`config.mk`:
```
export PLATFORM = sky130hd
export DESIGN_NAME = risc_v_mike_imem_loader
export DESIGN_NICKNAME = d
export VERILOG_FILES = /design/src/rtl/risc_v_mike_imem_loader.sv
export SDC_FILE = /design/constraint.sdc
export NUM_CORES = 1
export LEC_CHECK = 0
export BUFFER_PORTS_ARGS = -buffer_cell sky130_fd_sc_hd__buf_4
export CORE_ASPECT_RATIO = 0.8
export CORE_MARGIN = 2
export CORE_UTILIZATION = 40
export CTS_CLUSTER_SIZE = 25
export DETAILED_ROUTE_END_ITERATION = 10
export GPL_TIMING_DRIVEN = 1
export SYNTH_ARGS = -nofsm -noshare
export SYNTH_HDL_FRONTEND = slang
export SYNTH_SLANG_ARGS = --single-unit
```
`constraint.sdc`:
```
create_clock -name i_clk -period 2.54 [get_ports i_clk]
set_clock_uncertainty 0.1 [all_clocks]
set_input_delay 0.127 -clock i_clk [delete_from_list [all_inputs] [get_ports i_clk]]
set_output_delay 0.127 -clock i_clk [all_outputs]
set_load 0.005 [all_outputs]
```
`src/rtl/risc_v_mike_imem_loader.sv`:
```
// ----------------------------------------------------------------------------
// risc_v_mike_imem_loader
//
// Purpose:
//   Writer side of the instruction memory. A host link (UART or debug bridge)
//   streams bytes in. The first four bytes form a little-endian word count N.
//   The next N groups of four bytes are little-endian instructions. They are
//   written to the instruction memory at byte addresses 0, 4, 8, and so on.
//   The core is held in reset until the whole image has been accepted.
//
// Optional feature (macro RISC_V_MIKE_IMEM_LOADER_CHKSUM_EN):
//   When the macro is defined, a 4-byte little-endian checksum follows the
//   payload. It must equal the mod-2^32 sum of all payload words. A match
//   ends in DONE and a mismatch ends in ERR. When the macro is undefined,
//   there is no checksum phase.
//
// Ports:
//   i_clk            core clock
//   i_rst_n          asynchronous, active-low reset
//   i_load_start     single-cycle pulse that starts a new load session
//   i_rx_valid       byte on i_rx_data is valid
//   i_rx_data        stream byte
//   o_rx_ready       loader accepts a byte this cycle
//   o_imem_wr_en     single-cycle memory write strobe
//   o_imem_wr_addr   word-aligned byte address of the write
//   o_imem_wr_data   instruction word being written
//   o_core_hold      keeps the core/PC in reset (low only in DONE)
//   o_load_done      image loaded successfully (level)
//   o_load_err       session aborted (level)
//   o_words_loaded   number of words written in this session
// ----------------------------------------------------------------------------
module risc_v_mike_imem_loader #(
    parameter  int DATA_MEM_DEPTH = 1024,
    parameter  int ADDR_W         = 32,
    localparam int WCNT_W         = $clog2(DATA_MEM_DEPTH + 1)
) (
    input  logic              i_clk,
    input  logic              i_rst_n,
    input  logic              i_load_start,
    input  logic              i_rx_valid,
    input  logic [7:0]        i_rx_data,
    output logic              o_rx_ready,
    output logic              o_imem_wr_en,
    output logic [ADDR_W-1:0] o_imem_wr_addr,
    output logic [31:0]       o_imem_wr_data,
    output logic              o_core_hold,
    output logic              o_load_done,
    output logic              o_load_err,
    output logic [WCNT_W-1:0] o_words_loaded
);

    typedef enum logic [2:0] {
        S_IDLE = 3'd0,
        S_HDR  = 3'd1,
        S_LOAD = 3'd2,
`ifdef RISC_V_MIKE_IMEM_LOADER_CHKSUM_EN
        S_CHK  = 3'd3,
`endif
        S_DONE = 3'd4,
        S_ERR  = 3'd5
    } t_state;

    // The state that follows the last payload word (or an empty header).
`ifdef RISC_V_MIKE_IMEM_LOADER_CHKSUM_EN
    localparam t_state S_AFTER_PAYLOAD = S_CHK;
`else
    localparam t_state S_AFTER_PAYLOAD = S_DONE;
`endif

    localparam logic [31:0] DEPTH_32 = 32'(DATA_MEM_DEPTH);

    t_state              r_state;
    t_state              r_state_next;
    logic [1:0]          r_byte_cnt;
    logic [23:0]         r_shift;       // first three bytes of the current group
    logic [WCNT_W-1:0]   r_count;       // N from the header
    logic [WCNT_W-1:0]   r_words;
    logic                r_wr_en;
    logic [ADDR_W-1:0]   r_wr_addr;
    logic [31:0]         r_wr_data;
`ifdef RISC_V_MIKE_IMEM_LOADER_CHKSUM_EN
    logic [31:0]         r_sum;
`endif

    logic                w_rx_ready;
    logic                w_accept;
    logic                w_group_end;
    logic                w_restart;
    logic                w_last_word;
    logic [31:0]         w_word;
    logic [WCNT_W-1:0]   w_words_inc;

    // Bytes shift in from the top. After four bytes, the first byte sits in
    // [7:0] and the byte accepted this cycle lands in [31:24].
    assign w_word      = {i_rx_data, r_shift};
    assign w_accept    = i_rx_valid && w_rx_ready;
    assign w_group_end = w_accept && (r_byte_cnt == 2'd3);
    assign w_restart   = i_load_start &&
                         ((r_state == S_IDLE) || (r_state == S_DONE) || (r_state == S_ERR));
    assign w_words_inc = r_words + WCNT_W'(1);
    assign w_last_word = (w_words_inc == r_count);

    // ---------------------------------------------------------------- FSM
    always_ff @(posedge i_clk or negedge i_rst_n) begin
        if (!i_rst_n) begin
            r_state <= S_IDLE;
        end else begin
            r_state <= r_state_next;
        end
    end

    always_comb begin
        r_state_next = r_state;
        w_rx_ready   = 1'b0;
        case (r_state)
            S_IDLE: begin
                if (i_load_start) r_state_next = S_HDR;
            end
            S_HDR: begin
                w_rx_ready = 1'b1;
                if (w_group_end) begin
                    if (w_word == 32'd0)          r_state_next = S_AFTER_PAYLOAD;
                    else if (w_word > DEPTH_32)   r_state_next = S_ERR;
                    else                          r_state_next = S_LOAD;
                end
            end
            S_LOAD: begin
                w_rx_ready = 1'b1;
                if (w_group_end && w_last_word) r_state_next = S_AFTER_PAYLOAD;
            end
`ifdef RISC_V_MIKE_IMEM_LOADER_CHKSUM_EN
            S_CHK: begin
                w_rx_ready = 1'b1;
                if (w_group_end) r_state_next = (w_word == r_sum) ? S_DONE : S_ERR;
            end
`endif
            S_DONE, S_ERR: begin
                if (i_load_start) r_state_next = S_HDR;
            end
            default: r_state_next = S_IDLE;
        endcase
    end

    // ---------------------------------------------------------- datapath
    always_ff @(posedge i_clk or negedge i_rst_n) begin
        if (!i_rst_n) begin
            r_byte_cnt <= 2'd0;
            r_shift    <= 24'd0;
            r_count    <= '0;
            r_words    <= '0;
            r_wr_en    <= 1'b0;
            r_wr_addr  <= '0;
            r_wr_data  <= 32'd0;
`ifdef RISC_V_MIKE_IMEM_LOADER_CHKSUM_EN
            r_sum      <= 32'd0;
`endif
        end else begin
            r_wr_en <= 1'b0;
            if (w_restart) begin
                r_byte_cnt <= 2'd0;
                r_words    <= '0;
`ifdef RISC_V_MIKE_IMEM_LOADER_CHKSUM_EN
                r_sum      <= 32'd0;
`endif
            end else if (w_accept) begin
                r_byte_cnt <= r_byte_cnt + 2'd1;
                r_shift    <= w_word[31:8];
                if (r_byte_cnt == 2'd3) begin
                    if (r_state == S_HDR) begin
                        // Only used when N is legal, so truncation is harmless.
                        r_count <= w_word[WCNT_W-1:0];
                    end else if (r_state == S_LOAD) begin
                        // The write uses the pre-increment count as its word index.
                        r_wr_en   <= 1'b1;
                        r_wr_addr <= ADDR_W'(r_words) << 2;
                        r_wr_data <= w_word;
                        r_words   <= w_words_inc;
`ifdef RISC_V_MIKE_IMEM_LOADER_CHKSUM_EN
                        r_sum     <= r_sum + w_word;
`endif
                    end
                end
            end
        end
    end

    assign o_rx_ready     = w_rx_ready;
    assign o_imem_wr_en   = r_wr_en;
    assign o_imem_wr_addr = r_wr_addr;
    assign o_imem_wr_data = r_wr_data;
    assign o_core_hold    = (r_state != S_DONE);
    assign o_load_done    = (r_state == S_DONE);
    assign o_load_err     = (r_state == S_ERR);
    assign o_words_loaded = r_words;

endmodule

```
==> run metrics, run 1 <==
outcome=finished, final reports clean; crit end category=flip-flop; WL/cell=14.6 um; DR pass1 iterations=4; Post-Syn Instances=437; share of layout cells above drive strength 1=0.270; asr flop ratio synth=1.00; Placer Congestion=0.789; Worst slew margin=0.404; DPL Wire Length=6490 um; Post-synth EDFFs=0; Worst-path clk slew=60 ps; sequential share of the synthesized area=0.546; antenna violations before repair=0; drt total wl=9670 um; Top FF cell, synth=dfrtp_1; footprint of the multi-input gates=0.00180 mm^2; Via Count=3300; r2r setup slk=180 ps; DRT iter0 DRCs=192; grt total ovfl=0; Synth warnings=0; CTS Buffer Depth=2; num rows=34; Worst-Margin Slew=894 ps; Worst Setup SP=o_words_loaded[1]; Sequential Area=0.00238 mm^2; largest net degree at the start of global routing=75; Worst Reg2Reg Path Length in Cells=7; Setup Buffers After CTS=0; final-report hold violation count=0; Layout Nets=527; placed cell area=0.00495 mm^2; MaxCap Viol Count=0; period utilization=0.928; CTS tree=done; syn avg cell area=9.97 um^2; Die Span Y=97.3 um; Die W=121 um; cell area after layout=0.00537 mm^2; Initial Utilization=0.405; hold crit path type=in -> reg; vias in the first global route=3222; CP endpoint=r_state[1]; RSZ-0062 raised after global routing=false; Worst VDD drop=0.441 mV; Critical Setup Path Class=reg -> reg; final std cells w/o fill=662; startpoint types=flip-flop; r2r endpoint=r_state[1]; Port Buf Inserts=70; Reg2Reg Launch Point=o_words_loaded[1]; first-pass GRT wire length=16100 um; routed vias/inst=4.98; fmax=424 MHz; commonest non-fill, non-tap cells in the layout=141 x nand2_1, 95 x dfrtp_1, 76 x buf_4; layout filler cell count=992; post-layout util=0.499; Pleak=0.00269 uW; final setup TNS=0 ps; Final ANT Viol Nets=0; Arr. time, crit path=2460 ps; Final setup viols=0; total I/O pin count=92; DRC=0; commonest non-fill, non-tap cell in the layout=nand2_1; n_diodes=0; Mapped Area=0.00436 mm^2; Crit Path Max Fanout=7; Cells after DPL=636; WP data required=2640 ps; CORE AREA=0.0108 mm^2; Tot GR Track Use=0.172; die area=0.0117 mm^2; CTS H-tree lvls=3; pwr dens=794 mW/mm^2; count of pins over their slew limit=0; post-synthesis register bit count=95; Num CTS Buffers=9; clock root buffer=clkbuf_16; Unique masters post-synth=50; clock sinks=95; Syn-to-layout area delta=23.2%; Final Critical Period=2360 ps; insertion delay to the later sink of the worst-skew pair=340 ps
-- stage by stage --
stage	total power [uW]	hold WS, ps	setup slack (ps)
finish	4260	83.8	183
global route	4500	77.3	28.6
CTS	4300	77.6	163
detailed placement	2900	-49.3	190
global placement	2870	-52.8	281
floorplan	2630	-269	378
-- cell type report --
class | instances | area share
tap | 144 | 0.0336
clock inverter | 5 | 0.0119
multi-input combinational | 317 | 0.335
clock buffer | 11 | 0.0452
inverter | 3 | 0.00303
sequential | 95 | 0.443
timing repair buffer | 87 | 0.129
-- routing by layer --
layer / share of wire / wire [um] / up-vias / GRT usage
li1: - / - / 1591 / -
met1: 0.47 / 4560 / 1613 / 0.234
met2: 0.47 / 4530 / 85 / 0.270
met3: 0.048 / 464 / 11 / 0.0446
met4: 0.012 / 112 / 0 / 0.0537
met5: 0 / 0 / - / 0
-- registers in the layout, indices dropped and copies added (netlist names) --
signal,cells
o_imem_wr_en,1
r_count,11
r_state,3
o_imem_wr_addr,11
r_shift,24
r_byte_cnt,2
o_imem_wr_data,32
o_words_loaded,11
-- power by group --
part,leakage [uW],switching [uW],internal [uW],total [uW]
Clock,0.000147,582,799,1380
Sequential,0.00124,335,1800,2130
Combinational,0.00130,311,436,747
Total,0.00269,1230,3030,4260
-- synthesized netlist by cell type, types with 3 or more instances --
library cell / count / area share
nand2_1: 141 / 0.12
dfrtp_1: 95 / 0.55
mux2_2: 35 / 0.090
buf_4: 22 / 0.038
o21ai_0: 16 / 0.018
nor2_1: 15 / 0.013
clkbuf_1: 13 / 0.011
nor4_1: 7 / 0.010
nand3_1: 5 / 0.0057
nor3_1: 5 / 0.0057
xnor2_1: 5 / 0.010
a21oi_1: 4 / 0.0046
a31oi_1: 4 / 0.0057
buf_2: 4 / 0.0046
nand2b_1: 4 / 0.0057
nand4_1: 4 / 0.0057
o31ai_1: 4 / 0.0069
a21o_1: 3 / 0.0052
nor2b_1: 3 / 0.0043
nor4_2: 3 / 0.0086
or4_1: 3 / 0.0052
xor2_1: 3 / 0.0060
-- worst max-delay path: stages, from the launching register on --
cell	delay, ps
dfrtp_1	450
ha_2	280
nand3_2	190
or4_1	550
o211ai_1	100
a31oi_1	70
nor4_2	360
a221oi_1	130
-- worst min-delay path by stage --
stage / from / slack [ps] / cells past startpoint / endpoint
floorplan: i_rst_n / -270 / 0 / o_imem_wr_addr[10]
global placement: i_rst_n / -50 / 1 / o_imem_wr_addr[9]
detailed placement: i_rst_n / -50 / 1 / o_imem_wr_addr[9]
CTS: i_rx_valid / 80 / 3 / r_state[1]
global route: i_rx_valid / 80 / 3 / r_state[1]
finish: i_rx_valid / 80 / 3 / r_state[1]
-- kinds of logic after synthesis --
kind of cell               count (synthesis)  synth area share
AOI/OAI and AO/OA                         46            0.0663
DFF                                       95             0.546
xor gates and xnor gates                   8            0.0161
other                                      1          0.000861
and+or+nand+nor                          205             0.213
adders and majority gates                  2           0.00574
buffers and inverters                     45            0.0617
muxes                                     35            0.0905
-- repair_timing --
action	4_1_cts	5_1_grt
setup endpoints to repair	0	2
hold buffers	10	0
resized for setup	0	2
endpoints found under the hold margin	61	0
Note: power is estimated with default switching activity, not from simulation.
==> inputs of run 2 (changes only) <==
--- a/config.mk
+++ b/config.mk
@@ -8,10 +8,11 @@
 export BUFFER_PORTS_ARGS = -buffer_cell sky130_fd_sc_hd__buf_4
 export CORE_ASPECT_RATIO = 0.8
 export CORE_MARGIN = 2
-export CORE_UTILIZATION = 40
+export CORE_UTILIZATION = 54
 export CTS_CLUSTER_SIZE = 25
 export DETAILED_ROUTE_END_ITERATION = 10
 export GPL_TIMING_DRIVEN = 1
+export PLACE_DENSITY = 0.79
 export SYNTH_ARGS = -nofsm -noshare
 export SYNTH_HDL_FRONTEND = slang
 export SYNTH_SLANG_ARGS = --single-unit
==> run 2 against run 1 <==
Effect of this change: fmax decreased by 0.10%; register-to-register slack about the same; sequential power about the same; routed wire length decreased by 0.68%; non-clock buffer count increased by 1; final area decreased by 2.7%; core utilization increased by 16 points; worst hold slack got worse by 40 ps; critical path type unchanged; highest routed layer unchanged.
==> run metrics, run 2 (synthesis results as in run 1) <==
outcome=finished, final reports clean; grt total ovfl=0 (unchanged); commonest non-fill, non-tap cells in the layout=141 x nand2_1, 95 x dfrtp_1, 77 x buf_4; Worst-path clk slew=100 ps (+40 ps); drt total wl=9610 um (-0.68%); layout filler cell count=627 (-37%); Pleak=0.00265 uW (-1.6%); Arr. time, crit path=2500 ps (+40 ps); critical path cell sequence=ha_2 > nand3_2 > or4_1 > o211ai_1 > a31oi_1 > nor4_2 > a221oi_1; Cells after DPL=601 (-5.5%); Setup Buffers After CTS=0 (unchanged); final-report hold violation count=0 (unchanged); commonest non-fill, non-tap cell in the layout=nand2_1; Worst path slowest cell=or4_1; period utilization=0.929 (+0.000964); Placer Congestion=0.860 (+8.9%); Top delay family on crit path=simple AND/OR/NAND/NOR gates; final std cells w/o fill=627 (-5.3%); Crit Path Max Fanout=7 (unchanged); Worst VDD drop=0.366 mV (-17%); DR pass1 iterations=4 (unchanged); crit end category=flip-flop; insertion delay to the later sink of the worst-skew pair=370 ps (+30 ps); total I/O pin count=92 (unchanged); pwr dens=742 mW/mm^2 (-6.5%); CTS H-tree lvls=3 (unchanged); Tot GR Track Use=0.223 (+0.0514); vias in the first global route=3110 (-3.5%); startpoint types=flip-flop; die area=0.00881 mm^2 (-25%); CTS Buffer Depth=2 (unchanged); clock sinks=95 (unchanged); MaxCap Viol Count=0 (unchanged); n_diodes=0 (unchanged); Worst slew margin=0.425 (+0.0203); share of layout cells above drive strength 1=0.274 (+0.00333); fmax=424 MHz (-0.10%); DRT iter0 DRCs=149 (-22%); CP bufs+invs=0 (unchanged); RSZ-0062 raised after global routing=false; num rows=29 (-15%); Num CTS Buffers=9 (unchanged); antenna violations before repair=0 (unchanged); final setup TNS=0 ps (unchanged); Worst-Margin Slew=863 ps (-30.4 ps); WP data required=2680 ps (+40 ps); CTS tree=done; WL/cell=15.3 um (+4.9%); clock root buffer=clkbuf_8; CP max stage delay=560 ps (about the same); count of pins over their slew limit=0 (unchanged); DRC=0 (unchanged); max FFs per register=32 (unchanged); Port Buf Inserts=70 (unchanged); DPL Wire Length=6370 um (-1.9%); routed vias/inst=5.37 (+7.7%); Syn-to-layout area delta=19.9%; Final Critical Period=2360 ps (+2.45 ps); hold crit path type=in -> reg; Die Span Y=84.3 um (-13%); Critical Setup Path Class=reg -> reg; Final ANT Viol Nets=0 (unchanged); largest net degree at the start of global routing=58 (-23%); Via Count=3367 (+2.0%); Layout Nets=528 (+0.19%); first-pass GRT wire length=15800 um (-1.9%); Die W=104 um (-13%); CORE AREA=0.00787 mm^2 (-27%); Final setup viols=0 (unchanged); Initial Utilization=0.553 (+0.149)
## run 2: cell count changes in the layout (fill, tap and decap cells not counted)
cell       delta
buf_4         +1
bufinv_16     -1
clkbuf_1      -1
clkbuf_16     -9
clkbuf_8      +8
clkinv_8      +1
inv_6         -1
inv_8         +3
## run 2: worst paths after layout
check	endpoint	depth (start not counted)	slack, ps	from
max	r_state[1]	7	180	o_words_loaded[1]
min	r_state[1]	3	40	i_rx_valid
max reg2reg	r_state[1]	7	180	o_words_loaded[1]
min reg2reg	o_imem_wr_data[26]	2	380	o_imem_wr_data[26]
max in group asynchronous	r_count[0]	3	1460	i_rst_n
min in group asynchronous	o_imem_wr_addr[9]	2	190	i_rst_n
## run 2: what timing repair did
item / in CTS / in global routing
setup endpoints to repair: 0 / 1
gates resized for setup: 0 / 2
hold buffers: 10 / 0
endpoints found under the hold margin: 59 / 0
## run 2: where the power goes
| group | internal [uW] | total (uW) | switching [uW] |
|---|---|---|---|
| Sequential | 1790 | 2130 | 340 |
| Clock | 390 | 984 | 594 |
| Combinational | 438 | 759 | 322 |
## run 2: per-layer routing
| layer | part of all wire | GRT usage | up-vias |
|---|---|---|---|
| met5 | 0 | 0 | - |
| met4 | 0.0068 | 0.0541 | 0 |
| met3 | 0.045 | 0.0489 | 10 |
| met2 | 0.50 | 0.364 | 97 |
| met1 | 0.45 | 0.310 | 1675 |
| li1 | - | - | 1585 |
## run 2: final cells by class
type / instances / area [um^2] / area share
clock inverters: 7 / 75.1 / 0.0144
well taps: 108 / 135 / 0.0259
clock buffers: 9 / 124 / 0.0237
repair buffers: 88 / 698 / 0.134
inverters: 3 / 16.3 / 0.00311
multi-input cells: 317 / 1800 / 0.344
flip-flops and latches: 95 / 2380 / 0.455
## run 2: stage by stage
step,worst slack (ps),hold slack [ps],area [um^2],power [uW],utilization
final,180,43.6,5220,3880,0.663
after global routing,35.1,47.0,5220,4090,0.663
after CTS,155,29.4,5210,3910,0.662
after detailed placement,176,64.7,4910,2910,0.624
after global placement,307,49.5,4910,2860,0.624
after floorplan,378,-269,4430,2630,-
## run 2: worst register-to-register path: cells and delay by family (launching register included)
family	cells	cell delay [ps]
AND/OR/NAND/NOR	3	1080
flip-flops	1	470
AO/OA/AOI/OAI	3	290
adder cells (fa/ha/maj)	1	300
==> inputs of run 3 (changes only) <==
--- a/config.mk
+++ b/config.mk
@@ -12,7 +12,7 @@
 export CTS_CLUSTER_SIZE = 25
 export DETAILED_ROUTE_END_ITERATION = 10
 export GPL_TIMING_DRIVEN = 1
-export PLACE_DENSITY = 0.79
+export PLACE_DENSITY_LB_ADDON = 0.12
 export SYNTH_ARGS = -nofsm -noshare
 export SYNTH_HDL_FRONTEND = slang
 export SYNTH_SLANG_ARGS = --single-unit
==> run 3 against run 2 <==
Effect of this change: critical endpoint unchanged; power is 1.6% higher; highest routed layer unchanged; final area grew 0.17%; non-clock buffer count down 1; fmax up 2.8%; global-route usage rose by 0.56 points; die area did not move; critical path type unchanged; sequential power is essentially flat; combinational power shrank 1%; routed wire length shrank 0.29%.
==> run metrics, run 3 (synthesis results as in run 1) <==
n_diodes=0 (unchanged); die area=0.00881 mm^2 (unchanged); Die Span Y=84.3 um (unchanged); r2r endpoint=r_state[1]; Reg2Reg Launch Point=o_words_loaded[1]; Worst Setup SP=o_words_loaded[1]; first-pass GRT wire length=16100 um (+1.8%); drt total wl=9580 um (-0.29%); share of layout cells above drive strength 1=0.272 (-0.00140); count of pins over their slew limit=0 (unchanged); startpoint types=flip-flop; switching share of power=0.303 (-0.0209); Via Count=3308 (-1.8%); cell area after layout=0.00523 mm^2 (+0.17%); Comb power frac=0.190 (-0.006); CP bufs+invs=0 (unchanged); final setup TNS=0 ps (unchanged); WP data required=2660 ps (-20 ps); Num CTS Buffers=9 (unchanged); MaxCap Viol Count=0 (unchanged); Worst slew margin=0.405 (-0.0192); Worst-Margin Slew=892 ps (+28.8 ps); fmax=435 MHz (+2.8%); clock root buffer=clkbuf_8; CORE AREA=0.00787 mm^2 (unchanged); Final Critical Period=2300 ps (-63.2 ps); worst setup margin=243 ps (+63.2 ps); CTS tree=done; Final setup viols=0 (unchanged); critical path cell sequence=ha_2 > nand3_2 > nor4_4 > and3_1 > o221ai_1 > nor4_2 > a221oi_1; CTS Buffer Depth=2 (unchanged); clock sinks=95 (unchanged); sequential share of power=0.543 (-0.008); antenna violations before repair=0 (unchanged); Placer Congestion=0.795 (-7.5%); routed vias/inst=5.28 (-1.6%); Setup Buffers After CTS=0 (unchanged); largest net degree at the start of global routing=58 (unchanged); vias in the first global route=3152 (+1.4%); WL/cell=15.3 um (-0.13%); Layout Nets=527 (-0.19%); Crit Path Max Fanout=7 (unchanged); Die W=104 um (unchanged); period utilization=0.904 (-0.0249); Port Buf Inserts=70 (unchanged); CP max stage delay=460 ps (-100 ps); DPL Wire Length=6250 um (-1.7%); Worst Reg2Reg Path Length in Cells=7 (unchanged); Final ANT Viol Nets=0 (unchanged); Switch Pwr=1190 uW (-4.9%); CTS H-tree lvls=3 (unchanged); Pleak=0.00265 uW (about the same); Tot GR Track Use=0.229 (+0.00557); total I/O pin count=92 (unchanged); clock group share of total power=0.268 (+0.014); pwr dens=753 mW/mm^2 (+1.5%); max FFs per register=32 (unchanged); r2r setup slk=240 ps (+60 ps); Internal=2750 uW (+4.8%); final-report hold violation count=0 (unchanged); post-layout power=3940 uW (+1.6%); insertion delay to the later sink of the worst-skew pair=360 ps (about the same); Syn-to-layout area delta=20.1%; num rows=29 (unchanged); Setup WS pre-CTS=175 ps (-0.984 ps); hold crit path type=in -> reg; outcome=finished, final reports clean; Worst VDD drop=0.385 mV (+5.3%); Arr. time, crit path=2420 ps (-80 ps); DR pass1 iterations=4 (unchanged); RSZ-0062 raised after global routing=false; grt total ovfl=0 (unchanged); Top delay family on crit path=simple AND/OR/NAND/NOR gates; Worst-path clk slew=90 ps (about the same); DRT iter0 DRCs=184 (+23%); Worst path slowest cell=dfrtp_1; commonest non-fill, non-tap cell in the layout=nand2_1; commonest non-fill, non-tap cells in the layout=141 x nand2_1, 95 x dfrtp_1, 76 x buf_4; Crit path depth=7 (unchanged); Critical Setup Path Class=reg -> reg; Initial Utilization=0.553 (unchanged); CP endpoint=r_state[1]; DRC=0 (unchanged); crit end category=flip-flop; placed cell area=0.00491 mm^2 (-0.15%)
run 3: through the flow:
| stage | instances | util | hold WS [ps] |
|---|---|---|---|
| after floorplan | 457 | - | -269 |
| after global placement | 600 | 0.623 | 132 |
| after detailed placement | 600 | 0.623 | 132 |
| after CTS | 626 | 0.663 | 25.0 |
| after global routing | 626 | 0.665 | 69.9 |
| final | 626 | 0.665 | 57.8 |
run 3: layout make-up:
class | count | area (um^2)
multi-input cells | 317 | 1800
clock inverters | 5 | 63.8
clock buffers | 11 | 151
well taps | 108 | 135
inverters | 3 | 16.3
repair buffers | 87 | 691
fillers | 648 | 2640
flip-flops and latches | 95 | 2380
run 3: layer usage:
layer	part of all wire	wire length, um	GRT usage
met5	0	0	0
met4	0.0064	61	0.0602
met3	0.054	515	0.0582
met2	0.43	4130	0.325
met1	0.51	4870	0.351
run 3: how the worst min path moves through the flow:
stage	startpoint	end	slack, ps	depth (start not counted)
4_1_cts	i_rx_valid	r_state[1]	30	3
2_1_floorplan	i_rst_n	o_imem_wr_addr[10]	-270	0
6_report	i_rx_valid	r_state[1]	60	3
3_5_place_dp	i_rst_n	o_imem_wr_addr[8]	130	1
5_1_grt	i_rx_valid	r_state[1]	70	3
3_3_place_gp	i_rst_n	o_imem_wr_addr[10]	130	1
run 3: repair_timing:
| item | CTS | global route |
|---|---|---|
| endpoints found under the setup margin | 0 | 2 |
| resized for setup | 0 | 2 |
| hold buffers | 10 | 0 |
| endpoints found under the hold margin | 71 | 0 |
run 3: power groups by stage:
stage | registers (uW) | clock network [uW] | logic, uW
after floorplan | 2020 | 0 | 609
after global placement | 2150 | 0 | 715
after detailed placement | 2150 | 0 | 736
after CTS | 2130 | 1090 | 754
after global routing | 2170 | 1140 | 828
final | 2140 | 1050 | 748
run 3: worst register-to-register path, cell delays in order (launching register included):
cell and delay [ps]:
dfrtp_1 460, ha_2 290, nand3_2 200, nor4_4 300
and3_1 210, o221ai_1 130, nor4_2 370, a221oi_1 120
